`config.mk`:
```
export PLATFORM = sky130hd
export DESIGN_NAME = dac_frame_seq
export DESIGN_NICKNAME = d
export VERILOG_FILES = /design/src/rtl/dac_frame_seq.sv
export SDC_FILE = /design/constraint.sdc
export NUM_CORES = 1
export LEC_CHECK = 0
export ABC_AREA = 1
export CORE_UTILIZATION = 49
export CTS_BUF_LIST = sky130_fd_sc_hd__clkbuf_4 sky130_fd_sc_hd__clkbuf_8
export DETAILED_ROUTE_END_ITERATION = 8
export PLACE_DENSITY = 0.79
export REMOVE_ABC_BUFFERS = 1
export SLEW_MARGIN = 20
export SYNTH_ARGS = -nofsm -noshare
export SYNTH_HDL_FRONTEND = slang
export SYNTH_SLANG_ARGS = --single-unit
```
`constraint.sdc`:
```
create_clock -name clk_cs -period 1.3 [get_ports clk_cs]
set_input_delay 0.195 -clock clk_cs [delete_from_list [all_inputs] [get_ports clk_cs]]
set_output_delay 0.195 -clock clk_cs [all_outputs]
set_load 0.1 [all_outputs]
```
`src/rtl/dac_frame_seq.sv`:
```
// Frame sequencer for the serial DAC write engine: fetches command bytes from a
// synchronous ROM, frames each one with an active-low chip select and spaces frames apart.
module dac_frame_seq #(
    parameter int ROM_AW  = 4,
    parameter int BITS    = 8,
    parameter int GAP_CYC = 2,
    parameter int TMO_CYC = 32
) (
    input  logic              clk_cs,
    input  logic              rst,
    input  logic              start,
    input  logic              abort,
    input  logic              loop_en,
    input  logic [ROM_AW-1:0] start_addr,
    input  logic [ROM_AW:0]   frame_len,
    output logic [ROM_AW-1:0] rom_addr,
    input  logic [7:0]        rom_data,
    output logic [7:0]        instrom,
    output logic              cs_o,
    input  logic [3:0]        waddr,
    output logic              busy,
    output logic              done,
    output logic              err,
    output logic [ROM_AW:0]   frame_cnt
);

    localparam int CW = $clog2(TMO_CYC + GAP_CYC + 1);
    localparam logic [3:0]    BITS_W   = 4'(BITS);
    localparam logic [CW-1:0] TMO_LAST = CW'(TMO_CYC - 1);
    localparam logic [CW-1:0] GAP_LAST = CW'(GAP_CYC - 1);

    typedef enum logic [2:0] {IDLE, FETCH, LOAD, SEND, GAP, DONE} state_t;

    state_t            state, state_nxt;
    logic [ROM_AW-1:0] rom_addr_nxt, addr_lat, addr_lat_nxt;
    logic [7:0]        instrom_nxt;
    logic              cs_nxt, done_nxt, err_nxt;
    logic [ROM_AW:0]   frame_cnt_nxt, remaining, remaining_nxt, len_lat, len_lat_nxt;
    logic [CW-1:0]     cnt, cnt_nxt;

    assign busy = (state != IDLE);

    always_ff @(posedge clk_cs or negedge rst) begin
        if (!rst) begin
            state     <= IDLE;
            rom_addr  <= '0;
            addr_lat  <= '0;
            instrom   <= '0;
            cs_o      <= 1'b1;
            done      <= 1'b0;
            err       <= 1'b0;
            frame_cnt <= '0;
            remaining <= '0;
            len_lat   <= '0;
            cnt       <= '0;
        end else begin
            state     <= state_nxt;
            rom_addr  <= rom_addr_nxt;
            addr_lat  <= addr_lat_nxt;
            instrom   <= instrom_nxt;
            cs_o      <= cs_nxt;
            done      <= done_nxt;
            err       <= err_nxt;
            frame_cnt <= frame_cnt_nxt;
            remaining <= remaining_nxt;
            len_lat   <= len_lat_nxt;
            cnt       <= cnt_nxt;
        end
    end

    // One counter serves as the SEND watchdog and the GAP timer; it is cleared on entry to each.
    always_comb begin
        state_nxt     = state;
        rom_addr_nxt  = rom_addr;
        addr_lat_nxt  = addr_lat;
        instrom_nxt   = instrom;
        cs_nxt        = cs_o;
        done_nxt      = 1'b0;
        err_nxt       = err;
        frame_cnt_nxt = frame_cnt;
        remaining_nxt = remaining;
        len_lat_nxt   = len_lat;
        cnt_nxt       = cnt;

        if (abort) begin
            state_nxt = IDLE;
            cs_nxt    = 1'b1;
        end else begin
            case (state)
                IDLE: begin
                    cs_nxt = 1'b1;
                    if (start) begin
                        err_nxt = 1'b0;
                        if (frame_len != '0) begin
                            remaining_nxt = frame_len;
                            len_lat_nxt   = frame_len;
                            addr_lat_nxt  = start_addr;
                            rom_addr_nxt  = start_addr;
                            frame_cnt_nxt = '0;
                            state_nxt     = FETCH;
                        end else begin
                            state_nxt = DONE;
                        end
                    end
                end
                FETCH: state_nxt = LOAD;
                LOAD: begin
                    instrom_nxt = rom_data;
                    cs_nxt      = 1'b0;
                    cnt_nxt     = '0;
                    state_nxt   = SEND;
                end
                SEND: begin
                    if (waddr == BITS_W) begin
                        cs_nxt        = 1'b1;
                        frame_cnt_nxt = frame_cnt + 1'b1;
                        remaining_nxt = remaining - 1'b1;
                        cnt_nxt       = '0;
                        state_nxt     = GAP;
                    end else if (cnt == TMO_LAST) begin
                        err_nxt   = 1'b1;
                        cs_nxt    = 1'b1;
                        state_nxt = IDLE;
                    end else begin
                        cnt_nxt = cnt + 1'b1;
                    end
                end
                GAP: begin
                    if (cnt == GAP_LAST) begin
                        if (remaining != '0) begin
                            rom_addr_nxt = rom_addr + 1'b1;
                            state_nxt    = FETCH;
                        end else if (loop_en) begin
                            remaining_nxt = len_lat;
                            frame_cnt_nxt = '0;
                            rom_addr_nxt  = addr_lat;
                            state_nxt     = FETCH;
                        end else begin
                            state_nxt = DONE;
                        end
                    end else begin
                        cnt_nxt = cnt + 1'b1;
                    end
                end
                DONE: begin
                    done_nxt  = 1'b1;
                    state_nxt = IDLE;
                end
                default: state_nxt = IDLE;
            endcase
        end
    end

endmodule

```
# --- Word-level counts from Yosys, hierarchy flattened ---
# Cells that the tools add are included.
totals:
  regBits: 43
  output_inout_bits: 21
classes:
  add_sub_neg: 4
  eq_ne: 22
  n_mux: 42
  bitwise: 1
  reduce_logical: 17
op_table:
  columns: ["operator", "n"]
  rows:
  - ["two-way mux 5 bit", 12]
  - ["case mux 5 bit (3 select lines)", 2]
  - ["two-way mux 3 bit", 8]
  - ["two-way mux 4 bit", 5]
  - ["two-way mux 6 bit", 3]
  - ["!= test 2 bit (second input constant)", 9]
  - ["case mux 6 bit (3 select lines)", 1]
  - ["case mux 3 bit (5 select lines)", 1]
  - ["!= test 3 bit (second input constant)", 4]
  - ["nonzero test 5 bit", 2]
  - ["nonzero test 3 bit", 3]
  - ["case mux 4 bit (2 select lines)", 1]
  - ["AND reduction 4 bit", 2]
  - ["AND reduction 8 bit", 1]
  - ["two-way mux 1 bit", 7]
  - ["adder 6 x 1 -> 6 bit (second input constant)", 1]
  - ["equality test 3 x 2 -> 1 bit (second input constant)", 2]
  - ["equality test 3 bit (second input constant)", 2]
  - ["equality test 6 x 1 -> 1 bit (second input constant)", 1]
  - ["equality test 6 x 5 -> 1 bit (second input constant)", 1]
  - ["AND reduction 6 bit", 1]
  - ["adder 5 x 1 -> 5 bit (second input constant)", 1]
  - ["AND reduction 5 bit", 1]
  - ["subtractor 5 x 1 -> 5 bit (second input constant)", 1]
  - ["other kinds (12)", 14]

# --- Longest topological paths before layout ---
logic_depth:
  word_depth: 5
  ltp_mapped: 9

# --- Least setup slack after synthesis ---
# No wires, ideal clock.
synth_timing:
  kind: "register to register"
  startpoint: "reg frame_cnt[0]"
  endpoint: "reg frame_cnt[4]"
  arrival_time_ns: 1.782
  setup_slack_ns: -0.549
  path_stages_with_launch: 7
  path_buffers: 0
  cell_sequence: "dfrtp_1 -> ha_1 -> nand3_1 -> xor2_1 -> nor2_1 -> nand3_1 -> nand2_1"
synth_via:
  elab_chain_cells: 3
synth_rtl:
  columns: ["element", "line_no", "rtl"]
  rows:
  - ["start: declaration", "24", "output logic [ROM_AW:0] frame_cnt"]
  - ["start signal: assignment", "64", "frame_cnt <= frame_cnt_nxt;"]
  - ["adder 5 x 1 -> 5 bit", "116", "frame_cnt_nxt = frame_cnt + 1'b1;"]
  - ["two-way mux 5 bit", "114", "if (waddr == BITS_W) begin"]
  - ["case mux 5 bit (3 select lines)", "89", "case (state)"]
# Every way passes these cells. The select of a mux whose other input is x is not followed.
# A chain may end at the register's enable or synchronous reset.

# --- Final worst setup path ---
layout_timing:
  startpoint: "reg state[0]"
  endpoint: "reg frame_cnt[0]"
layout_via:
  elab_chain_cells: 3
layout_rtl:
  columns: ["element", "line_no", "rtl"]
  rows:
  - ["start: declaration", "34", "state_t state, state_nxt;"]
  - ["start signal: assignment", "57", "state <= state_nxt;"]
  - ["equality test 3 bit, or another cell as far along", "89", null]
  - ["!= test 2 bit (no line) or nonzero test 3 bit (tied branches)", null, null]
  - ["AND reduction 8 bit (no line)", null, null]
# Several ways; a longest one is shown, not always the timed one.

==> impl_metrics.csv <==
group,metric,value,unit
status,outcome,"complete, but fails checks",
status,violations,"DRC, setup timing",
grt,grt_max_degree,44,
placed_design,dp_cells,531,
setup_path,path_common_cell,"nand2_1",
finish,final_cells,564,
cts,cts-root-buf,"clkbuf_8",
setup_path,worst-path-buf-inv,3,
placed_design,hpwl,5091,µm
cts,cts.sinks,43,
timing,slew_violations,0,
synth,synth-compound-area-share,5.453,%
timing,setup_ws,-587.7,ps
timing,skew,17.46,ps
detailed_routing,drc,6,
floorplan,initial_utilization,51.92,%
synth,ys_seq_elements,43,
floorplan,coreArea,4817,µm²
detailed_routing,drtIter0Drc,877,
cts,cts_tree,"yes",
placed_design,gp_congestion,0.8908,
setup_path,cp_data_required_time,1540,ps
min_path,hold_path.class,"input port to asynchronous set/reset pin",
grt,antenna_found_initial,0,
finish,antennaDiodeCount,0,
synth,synth-edff-count,0,
finish,fill_cells,114,
detailed_routing,firstDrtPassIters,9,
grt,first_global_vias,3170,
setup_path,worst_path_max_delay_cell,"dfrtp_1",
setup_path,r2r_start,"state[0]$_DFFE_PN0P_",
finish,drive_gt1_share,46.28,%
grt,grt_use_total,36.46,%
timing,hold_viol_final,0,
synth,ys_seq_area_share,43.07,%
setup_path,critPathTopFamily,"simple AND/OR/NAND/NOR gates",
synth,synthMuxAreaShare,0,%
placed_design,port_buffers,46,
timing,slew_headroom,70.40,%
setup_path,critical-path-max-stage-delay,480,ps
detailed_routing,wire_per_inst,24.76,µm
synth,synth-simple-area-share,40.67,%
grt,grt_overflow,0,
cts,clkLatencyLatePin,320,ps
detailed_routing,num_vias,3823,
setup_path,path_cells,"nor2_2 -> buf_4 -> nand2_4 -> inv_2 -> nand2_1 -> nand2_2 -> nor2_4 -> buf_6 -> nand3_1 -> nand2_1",
detailed_routing,via_per_inst,6.778,
detailed_routing,finalWirelength,13970,µm
power_and_ir_drop,powerDensity,1902,nW/µm²
power_and_ir_drop,p_leak,2.264,nW
detailed_routing,ant_nets,0,
setup_path,arrival,2130,ps
cts,cts.htree.levels,2,
synth,synth_area_per_cell,7.006,µm²
timing,period_share,145.2,%
synth,syn_inst,357,
floorplan,io_pins,47,
grt,grt_first_pass_wirelength,14630,µm
synth,synth_top_family_by_area,"simple AND/OR/NAND/NOR gates",
timing,worst_slew_pin_slew,442.4,ps
cts,clock_path_buffers,2,
setup_path,cp_max_fo,5,
synth,async_flop_share,100.0,%
timing,max_freq,0.5297,GHz
finish,nets,527,
synth,ys.flop_type,"dfrtp_1",
synth,yosys_warnings,0,
finish,post-route-util,95.87,%
timing,fin_crit,1888,ps
setup_path,crit_type,"flip-flop to flip-flop",
floorplan,die_y,73.45,µm
setup_path,path_depth,10,
synth,yosysUniqueCellTypes,27,
timing,finalSetupViolCount,43,
setup_path,start_kind,"flip-flop",
cts,clkTransAtPathRegs,100,ps
setup_path,r2r_cells,10,
setup_path,cp-end-kind,"flip-flop",
power_and_ir_drop,peakVddDrop,0.002142,V
setup_path,cp-startpoint,"state[0]$_DFFE_PN0P_",
timing,grt_setup_unrepaired,"true",
floorplan,row_count,25,
finish,syn_to_final_growth,84.64,%
flow_run,maxCapViolCount,0,
synth,synthAdderAreaFrac,2.501,%
synth,netlist_area,2501,µm²
floorplan,die_w,73.45,µm
synth,synth-xor-area-share,1.401,%
floorplan,dieArea,5394,µm²
cts,cts_buffers,5,
==> synth_stat cells, types with 2 or more instances <==
master,number,area [µm²]
nand2_1,145,544.3
dfrtp_1,42,1051
nand3_1,42,210.2
inv_1,30,112.6
nor2_1,27,101.4
o21ai_0,13,65.06
nand4_1,6,37.54
o21ai_1,6,30.03
ha_1,5,62.56
inv_2,5,18.77
a21oi_1,4,20.02
nand2_2,4,25.02
nor2_2,4,25.02
buf_2,3,15.01
buf_4,3,22.52
nand3_2,3,30.03
or2_2,3,18.77
xnor2_1,2,17.52
xor2_1,2,17.52
==> final cells by class <==
cell class                 instances  area [µm²]  area share [%]
multi-input combinational        274        1730           37.47
timing repair buffer             137        1461           31.64
sequential                        43        1080           23.38
inverter                          35       148.9           3.224
clock buffer                       7       83.83           1.815
tap                               67       83.83           1.815
clock inverter                     1       30.03          0.6502
==> what timing repair did <==
| action | in CTS | in global routing |
|---|---|---|
| endpoints found under the setup margin | 43 | 43 |
| resized for setup | 69 | 100 |
| gates cloned | 4 | 1 |
| setup buffers | 11 | 8 |
| hold endpoints to repair | 42 | 0 |
| hold buffers | 1 | 0 |
| pin swaps | 13 | 42 |
==> cells in the final DEF (no fill, tap or decap), types with 2 or more instances in the layout <==
cell	synthesis	final
xor2_1	2	2
nand3_1	42	31
nor2_2	4	4
nand2_2	4	35
nand4_1	6	6
or2_2	3	3
o21ai_0	13	4
buf_12	0	22
o21ai_1	6	7
nand2_1	145	99
inv_1	30	25
ha_1	5	2
o21ai_2	0	8
a21oi_2	0	2
inv_4	0	4
nand2_8	0	2
xnor2_1	2	2
nand2_4	0	14
dfrtp_1	42	40
ha_4	0	3
buf_8	0	2
clkdlybuf4s50_1	0	24
nand3_4	0	6
buf_6	0	22
clkbuf_4	0	2
buf_4	3	65
nor2_1	27	17
inv_2	5	5
a21oi_1	4	2
nand3_2	3	9
clkbuf_8	0	5
nor2_4	1	11
dfrtp_2	0	2
==> per-stage QoR <==
stage / setup WS (ps) / TNS (ps) / total power, mW / hold slack, ps / instance area (µm²)
after CTS: -205.1 / -3639 / 7.619 / 399.9 / 4195
after detailed placement: -336.8 / -9461 / 6.208 / 195.1 / 3732
after global placement: -273.7 / -7878 / 6.101 / 190.6 / 3732
after global routing: -644.6 / -16000 / 9.025 / 441.2 / 4618
after floorplan: -566.3 / -8650 / 4.385 / -100.6 / 2460
final: -587.7 / -14780 / 8.784 / 401.5 / 4618
==> per-layer routing <==
| layer | global-route usage [%] | part of all wire [%] | vias to the layer above | wire length [µm] |
|---|---|---|---|---|
| li1 | - | - | 1417 | - |
| met5 | 0 | 0 | - | 0 |
| met2 | 59.12 | 43 | 492 | 5971 |
| met4 | 25.64 | 11 | 0 | 1487 |
| met1 | 41.87 | 33 | 1714 | 4599 |
| met3 | 9.465 | 14 | 200 | 1907 |
==> tightest hold or removal path, stage by stage <==
cell           delay [ps]
dlygate4sd3_1         530
buf_2                 130
buf_12                250
==> worst paths after layout <==
kind | end | slack [ps]
max | frame_cnt[0]$_DFFE_PN0P_ | -590
max reg2reg | frame_cnt[0]$_DFFE_PN0P_ | -590
min reg2reg | addr_lat[2]$_DFFE_PN0P_ | 540
min in group clk_cs | instrom[4]$_DFFE_PN0P_ | 450
min | len_lat[1]$_DFFE_PN0P_ | 400
max in group asynchronous | cs_o$_DFFE_PN1P_ | 630
==> registers in the layout (all words and copies together), names as in the netlist <==
signal	flops
state	3
len_lat	5
frame_cnt	5
remaining	5
addr_lat	4
rom_addr	4
done	1
instrom	8
cs_o	1
cnt	6
err	1
==> kinds of logic after synthesis <==
group / count (synthesis)
compound gates: 26
xor+xnor: 4
fa+ha+maj: 5
buf+inv: 42
flops: 43
simple gates: 237
==> power by group <==
| group | switching, mW | internal [mW] |
|---|---|---|
| clock network | 0.512 | 0.618 |
| logic | 3.41 | 2.04 |
| registers | 0.480 | 1.73 |
| total | 4.40 | 4.39 |
(Power assumes the default switching activity.)
